<file path="config.mk">
export PLATFORM = sky130hd
export DESIGN_NAME = gb_host_arbiter
export DESIGN_NICKNAME = d
export VERILOG_FILES = /design/src/rtl/gb_host_arbiter.sv
export SDC_FILE = /design/constraint.sdc
export NUM_CORES = 1
export LEC_CHECK = 0
export ABC_AREA = 0
export CELL_PAD_IN_SITES_DETAIL_PLACEMENT = 0
export CELL_PAD_IN_SITES_GLOBAL_PLACEMENT = 1
export CORE_MARGIN = 5
export CORE_UTILIZATION = 28
export DETAILED_ROUTE_END_ITERATION = 8
export GPL_ROUTABILITY_DRIVEN = 0
export PLACE_DENSITY_LB_ADDON = 0.15
export SLEW_MARGIN = 40
export SYNTH_ARGS = -nofsm -noshare
export SYNTH_HDL_FRONTEND = slang
export SYNTH_SLANG_ARGS = --single-unit
</file>
<file path="constraint.sdc">
create_clock -name clk -period 2.2 [get_ports clk]
set_input_delay 0.44 -clock clk [delete_from_list [all_inputs] [get_ports clk]]
set_output_delay 0.44 -clock clk [all_outputs]
set_load 0.02 [all_outputs]
</file>
<file path="src/rtl/gb_host_arbiter.sv">
// rtl/gb_host_arbiter.sv - two-requester round-robin ghostbus host arbiter
// Single-beat transactions; read data is captured a fixed RD_LAT cycles after the read strobe.
module gb_host_arbiter #(
   parameter int AW     = 24,
   parameter int DW     = 32,
   parameter int RD_LAT = 2
) (
   input  logic          clk,
   input  logic          rst_n,
   input  logic          m0_req,
   input  logic          m0_we,
   input  logic [AW-1:0] m0_addr,
   input  logic [DW-1:0] m0_wdata,
   output logic          m0_done,
   output logic [DW-1:0] m0_rdata,
   input  logic          m1_req,
   input  logic          m1_we,
   input  logic [AW-1:0] m1_addr,
   input  logic [DW-1:0] m1_wdata,
   output logic          m1_done,
   output logic [DW-1:0] m1_rdata,
   output logic [AW-1:0] gb_addr,
   output logic [DW-1:0] gb_wdata,
   output logic          gb_we,
   output logic          gb_re,
   input  logic [DW-1:0] gb_rdata,
   output logic          busy,
   output logic          last_grant
);

   localparam logic [3:0] RD_LAT_C = 4'(RD_LAT);

   typedef enum logic [1:0] {IDLE, STROBE, WAIT, DONE} state_t;

   state_t        state_q, state_d;
   logic [3:0]    cnt_q, cnt_d;
   logic          we_q, we_d;
   logic          gnt_q, gnt_d;
   logic          last_grant_q, last_grant_d;
   logic [AW-1:0] gb_addr_q, gb_addr_d;
   logic [DW-1:0] gb_wdata_q, gb_wdata_d;
   logic [DW-1:0] m0_rdata_q, m0_rdata_d;
   logic [DW-1:0] m1_rdata_q, m1_rdata_d;

   always_ff @(posedge clk) begin
      if (!rst_n) begin
         state_q      <= IDLE;
         cnt_q        <= '0;
         we_q         <= 1'b0;
         gnt_q        <= 1'b0;
         last_grant_q <= 1'b1;
         gb_addr_q    <= '0;
         gb_wdata_q   <= '0;
         m0_rdata_q   <= '0;
         m1_rdata_q   <= '0;
      end else begin
         state_q      <= state_d;
         cnt_q        <= cnt_d;
         we_q         <= we_d;
         gnt_q        <= gnt_d;
         last_grant_q <= last_grant_d;
         gb_addr_q    <= gb_addr_d;
         gb_wdata_q   <= gb_wdata_d;
         m0_rdata_q   <= m0_rdata_d;
         m1_rdata_q   <= m1_rdata_d;
      end
   end

   always_comb begin
      state_d      = state_q;
      cnt_d        = cnt_q;
      we_d         = we_q;
      gnt_d        = gnt_q;
      last_grant_d = last_grant_q;
      gb_addr_d    = gb_addr_q;
      gb_wdata_d   = gb_wdata_q;
      m0_rdata_d   = m0_rdata_q;
      m1_rdata_d   = m1_rdata_q;
      case (state_q)
         IDLE: begin
            if (m0_req || m1_req) begin
               // On a tie the requester not served last wins; otherwise the lone requester.
               gnt_d        = (m0_req && m1_req) ? ~last_grant_q : m1_req;
               we_d         = gnt_d ? m1_we    : m0_we;
               gb_addr_d    = gnt_d ? m1_addr  : m0_addr;
               gb_wdata_d   = gnt_d ? m1_wdata : m0_wdata;
               last_grant_d = gnt_d;
               state_d      = STROBE;
            end
         end
         STROBE: begin
            if (we_q) begin
               state_d = DONE;
            end else begin
               cnt_d   = RD_LAT_C;
               state_d = WAIT;
            end
         end
         WAIT: begin
            cnt_d = cnt_q - 4'd1;
            if (cnt_q == 4'd1) begin
               if (gnt_q) m1_rdata_d = gb_rdata;
               else       m0_rdata_d = gb_rdata;
               state_d = DONE;
            end
         end
         DONE:    state_d = IDLE;
         default: state_d = IDLE;
      endcase
   end

   assign gb_we      = (state_q == STROBE) && we_q;
   assign gb_re      = (state_q == STROBE) && !we_q;
   assign m0_done    = (state_q == DONE) && !gnt_q;
   assign m1_done    = (state_q == DONE) && gnt_q;
   assign busy       = (state_q != IDLE);
   assign last_grant = last_grant_q;
   assign gb_addr    = gb_addr_q;
   assign gb_wdata   = gb_wdata_q;
   assign m0_rdata   = m0_rdata_q;
   assign m1_rdata   = m1_rdata_q;

endmodule

</file>
==> flow_summary.yaml, run 1 <==
run_status:
  status: "finished clean"
drt:
  wl_per_cell_um: 16.49
  vias: 5161
  drc: 0
  dr.pass1.iters: 5
  ant_nets: 0
  wirelength_mm: 18.24
  drtIter0Drc: 228
  viasPerCell: 4.666
final_layout:
  fillCellCount: 1786
  final_common_cell: "clkdlybuf4s50_1"
  layout_common_cells: "clkdlybuf4s50_1, nand2_1, dfxtp_1, o21ai_0, a21oi_1"
  post-route-cell-area_um2: 8965
  fin_nets: 1016
  drive_above_1_share_pct: 5.619
  utilization_pct: 47.77
  antenna_cells: 0
  area_growth_pct: 67.76
  seqCellArea_um2: 2584
  multi_input_area_um2: 2477
  layout.cells.non_filler: 1106
placed_design:
  dp.final_hpwl_mm: 13.52
  pre_cts_ws_ns: 0.1571
  placed_cell_area_um2: 8338
  port_buffers: 275
  dp.cells: 1074
cts:
  post_cts_buffers: 0
  ctsHoldBuffers: 0
  numCtsBuffers: 17
  cts.clk_slew.worst_paths_ns: 0.06
  clock_path_buffers: 2
  clock_sinks: 129
  clock-root-buffer: "clkbuf_16"
  htree_levels: 4
  tritoncts: "done"
  insertion_delay_ns: 0.42
logic_synthesis:
  synth_cell_types: 28
  ys_seq_area_share_pct: 48.33
  synth_nets: 753
  synth_area_per_cell_um2: 8.966
  synth_warnings: 0
  ys_ff_latch: 129
  synthCells: 596
  netlist_area_um2: 5344
critical_path:
  slowest_delay_ns: 0.39
  reg2reg_slack_ns: 0.44
  worstPathCellList: "inv_1 -> ha_1 -> nand2_1 -> inv_1 -> dlygate4sd2_1"
  cp.required_ns: 1.76
  cp.arrival_ns: 1.67
  timing.rr.end: "m1_rdata[31]$_SDFFE_PN0P_"
  slowest_stage: "dlygate4sd2_1"
  path_class: "reg -> out"
  setup.worst_path.start_class: "flip-flop"
  rr_worst_depth: 7
  cp_max_fo: 5
  endpoint_kind: "output port"
  r2r_start: "state_q[0]$_SDFFE_PN0P_"
  crit_top_cell: "inv_1"
sta:
  fmaxAchievable_mhz: 473.9
  period_needed_ns: 2.110
  worst_slack_ns: 0.08974
  fin_crit_sh_pct: 95.92
  hold_viol_final: 0
  worst_slew_pin_slew_ns: 0.5485
  setup_viol: 0
  drv_slew: 0
  skew_ns: 0.008032
  slew_headroom_pct: 63.43
power:
  p_leak_nw: 3.309
  power.total_mw: 8.983
  max-vdd-ir-drop_v: 0.0005019
  powerDensity_nw_per_um2: 1002
global_route:
  grt_max_degree: 59
  grt_pass1_wl_mm: 28.70
  track_usage_pct: 16.40
  antenna_found_initial: 0
  grt_overflow: 0
  grt_pass1_vias: 5390
floorplan:
  core_area_um2: 18770
  initial_utilization_pct: 28.47
  io_pins: 276
  die-width_um: 148.2
  fp.dieH_um: 148.2
  core.rowCount: 50
  dieArea_um2: 21950
min_path:
  hold_depth: 2
  hold_start: "m1_rdata[14]$_SDFFE_PN0P_"
  hold_end: "m1_rdata[14]$_SDFFE_PN0P_"
  min_path_type: "reg -> reg"
job:
  drv_cap: 0
==> layer usage <==
layer  vias up  GRT usage [%]  wire length (µm)
met4         0          5.497               189
met3        16          7.861              2003
li1       2569              -                 -
met2       199          27.11              8655
met1      2377          18.64              7395
met5         -              0                 0
==> critical path: cells and delay by family, from the launching register on <==
kind	cells	cell delay [ns]
adders and majority gates	1	0.18
DFF	1	0.34
and+or+nand+nor	1	0.12
buffers and inverters	3	0.61
==> worst max path at each step <==
stage | startpoint | end | cells after the start
floorplan | state_q[0]$_SDFFE_PN0P_ | m1_rdata[1]$_SDFFE_PN0P_ | 8
global placement | m1_req | gb_wdata[17]$_SDFFE_PN0P_ | 5
detailed placement | m1_req | gb_wdata[11]$_SDFFE_PN0P_ | 5
CTS | state_q[1]$_SDFFE_PN0P_ | gb_we | 5
global route | state_q[1]$_SDFFE_PN0P_ | gb_we | 5
finish | state_q[1]$_SDFFE_PN0P_ | gb_we | 5
==> report_power, final <==
part | internal (mW) | total [mW] | switching (mW)
Sequential | 2.79 | 3.03 | 0.249
Clock | 1.99 | 3.02 | 1.03
Combinational | 1.40 | 2.93 | 1.52
==> what timing repair did <==
item | 4_1_cts | 5_1_grt
setup endpoints to repair | 5 | 1
gates resized for setup | 5 | 1
endpoints found under the hold margin | 0 | 0
==> cells in the mapped netlist <==
cell type    n  area [µm²]
a21boi_0     5       37.54
a21boi_1    60       450.4
a21boi_2     1       11.26
a21o_1       1       7.510
a21oi_1     62       310.3
a31oi_1      1       6.260
a41o_1       2       20.02
and2_1       2       12.51
and2b_1      1       7.510
and3_1       3       18.77
and4bb_2     1       12.51
buf_2       14       70.07
buf_4        5       37.54
buf_6        9       101.4
clkbuf_1    18       67.56
dfxtp_1    129        2582
ha_1         7       87.58
inv_1        6       22.52
mux2i_1     57       570.6
nand2_1    135       506.7
nand2b_1     2       12.51
nand3_1      2       10.01
nor2b_1      6       37.54
nor3_1       1       5.000
nor3b_1      1       7.510
o21a_1       1       7.510
o21ai_0     62       310.3
or3_1        2       12.51
==> kinds of logic after synthesis <==
| family | synth area share [%] |
|---|---|
| fa+ha+maj | 1.639 |
| buf+inv | 5.596 |
| flops | 48.33 |
| mux | 10.68 |
| simple gates | 12.03 |
| compound gates | 21.73 |
==> final cells by class <==
cell class,count,share of cell area [%]
timing repair buffer,290,32.98
sequential,129,28.82
multi-input combinational,415,27.63
clock buffer,23,5.331
tap,234,3.266
clock inverter,9,1.717
inverter,6,0.2512
==> registers in the layout (all words and copies together) (netlist names) <==
signal      count
m0_rdata       32
m1_rdata       32
gb_addr        24
gb_wdata       32
last_grant      1
we_q            1
cnt_q           4
state_q         2
gnt_q           1
==> stage by stage <==
step	setup TNS, ns	hold WS, ns
after detailed placement	0	0.4447
after CTS	0	0.4528
final	0	0.4508
after floorplan	0	0.4769
after global routing	-0.003729	0.4743
after global placement	0	0.4397
No activity file was read; power rests on OpenSTA's default activity.
==> run 2: changes to the inputs <==
CORE_MARGIN = default   (was 5)
==> run 2 against run 1 <==
Hold slack better by 0.00070 ns; worst setup slack gained 0.066 ns; clock skew is 0.0013 ns higher; critical endpoint is now busy; clock power decreased by 2%; global-route usage is 0.94 points higher; sequential cell count unchanged; final cell count down 0.27%.
==> flow_summary.yaml, run 2 (synthesized netlist as in run 1, its figures left out) <==
run_status:
  status: "finished clean"
sta:
  period_needed_ns: 2.044
  slew_headroom_pct: 60.32
  fmaxAchievable_mhz: 489.1
  skew_ns: 0.009282
  worst_slew_pin_slew_ns: 0.5952
  rsz0062_at_grt: "false"
  hold_viol_final: 0
  fin_crit_sh_pct: 92.93
  finalSetupTns_ns: 0
  worst_slack_ns: 0.1556
  drv_slew: 0
  setup_viol: 0
  whs_ns: 0.4515
critical_path:
  worstPathCellList: "inv_1 -> ha_1 -> inv_1 -> dlygate4sd2_1"
  timing.critical_path.buf_inv: 3
  cp.required_ns: 1.76
  slowest_delay_ns: 0.38
  setup.worst_path.start_class: "flip-flop"
  cpLargestDelayFamily: "buffers and inverters"
  crit_top_cell: "inv_1"
  endpoint_kind: "output port"
  reg2reg_slack_ns: 0.48
  cp_max_fo: 5
  cp.arrival_ns: 1.60
  path_class: "reg -> out"
  slowest_stage: "dfxtp_1"
power:
  max-vdd-ir-drop_v: 0.0005035
  power.total_mw: 8.874
  powerDensity_nw_per_um2: 993.4
  p_leak_nw: 3.287
floorplan:
  io_pins: 276
  core_area_um2: 18710
  initial_utilization_pct: 28.57
  dieArea_um2: 19640
  die-width_um: 140.2
  fp.dieH_um: 140.2
  core.rowCount: 50
cts:
  tritoncts: "done"
  htree_levels: 4
  post_cts_buffers: 0
  ctsHoldBuffers: 0
  clock_sinks: 129
  numCtsBuffers: 17
  insertion_delay_ns: 0.41
  clock-root-buffer: "clkbuf_16"
  cts_resized: 5
  clock_path_buffers: 2
  cts.clk_slew.worst_paths_ns: 0.06
global_route:
  use_met3_pct: 6.701
  antenna_found_initial: 0
  use_met2_pct: 30.53
  track_usage_pct: 17.33
  grt-busiest-layer: "met2"
  grt_pass1_wl_mm: 26.52
  grt_overflow: 0
  grtUsageMet1_pct: 18.29
  grt_max_degree: 71
  grt_pass1_vias: 5242
drt:
  viasPerCell: 4.649
  dr.pass1.iters: 4
  drc: 0
  wl_per_cell_um: 15.31
  wirelength_mm: 16.88
  ant_nets: 0
  vias: 5128
  drtIter0Drc: 155
final_layout:
  layout_common_cells: "clkdlybuf4s50_1, nand2_1, dfxtp_1, o21ai_0, a21oi_1"
  utilization_pct: 47.75
  final_common_cell: "clkdlybuf4s50_1"
  area_growth_pct: 67.15
  antenna_cells: 0
  post-route-cell-area_um2: 8932
  fin_nets: 1013
  fillCellCount: 1772
  drive_above_1_share_pct: 5.293
  layout.cells.non_filler: 1103
placed_design:
  pre_cts_ws_ns: 0.1809
  dp.final_hpwl_mm: 12.07
  placed_cell_area_um2: 8328
  port_buffers: 275
  dp.cells: 1071
job:
  drv_cap: 0
min_path:
  min_path_type: "reg -> reg"
run 2: worst register-to-register path: cells and delay by family, from the launching register on:
kind / cells / cell delay [ns]
adder cells (fa/ha/maj): 1 / 0.28
AND/OR/NAND/NOR: 3 / 0.56
AO/OA/AOI/OAI: 1 / 0.15
buffers and inverters: 2 / 0.33
flip-flops: 1 / 0.33
run 2: metal layers:
layer / up-vias / part of all wire, %
li1: 2554 / -
met1: 2354 / 41
met2: 194 / 49
met3: 26 / 7.8
met4: 0 / 2.5
met5: - / 0
run 2: worst paths after layout:
path / start / end / cells past startpoint
max: state_q[0]$_SDFFE_PN0P_ / busy / 4
min: m0_rdata[7]$_SDFFE_PN0P_ / m0_rdata[7]$_SDFFE_PN0P_ / 2
max reg2reg: state_q[0]$_SDFFE_PN0P_ / m1_rdata[0]$_SDFFE_PN0P_ / 7
min reg2reg: m0_rdata[7]$_SDFFE_PN0P_ / m0_rdata[7]$_SDFFE_PN0P_ / 2
run 2: area by class of cell:
type	count	area (µm²)	share of cell area (%)
timing repair buffer	287	2943	32.95
sequential	129	2584	28.93
multi-input combinational	415	2477	27.74
clock buffer	22	454.2	5.085
tap	234	292.8	3.278
clock inverter	10	158.9	1.779
inverter	6	22.52	0.2521
run 2: power by group:
| part | switching (mW) | internal, mW |
|---|---|---|
| sequential | 0.256 | 2.79 |
| clock | 1.04 | 1.92 |
| combinational | 1.49 | 1.38 |
| total | 2.79 | 6.08 |
==> run 3: changes to the inputs <==
CAP_MARGIN = 10   (was default)
CORE_MARGIN = 5   (was default)
GPL_ROUTABILITY_DRIVEN = default   (was 0)
==> results of run 3 <==
Same layout as run 1: the final DEF is identical, and so are final timing and power.
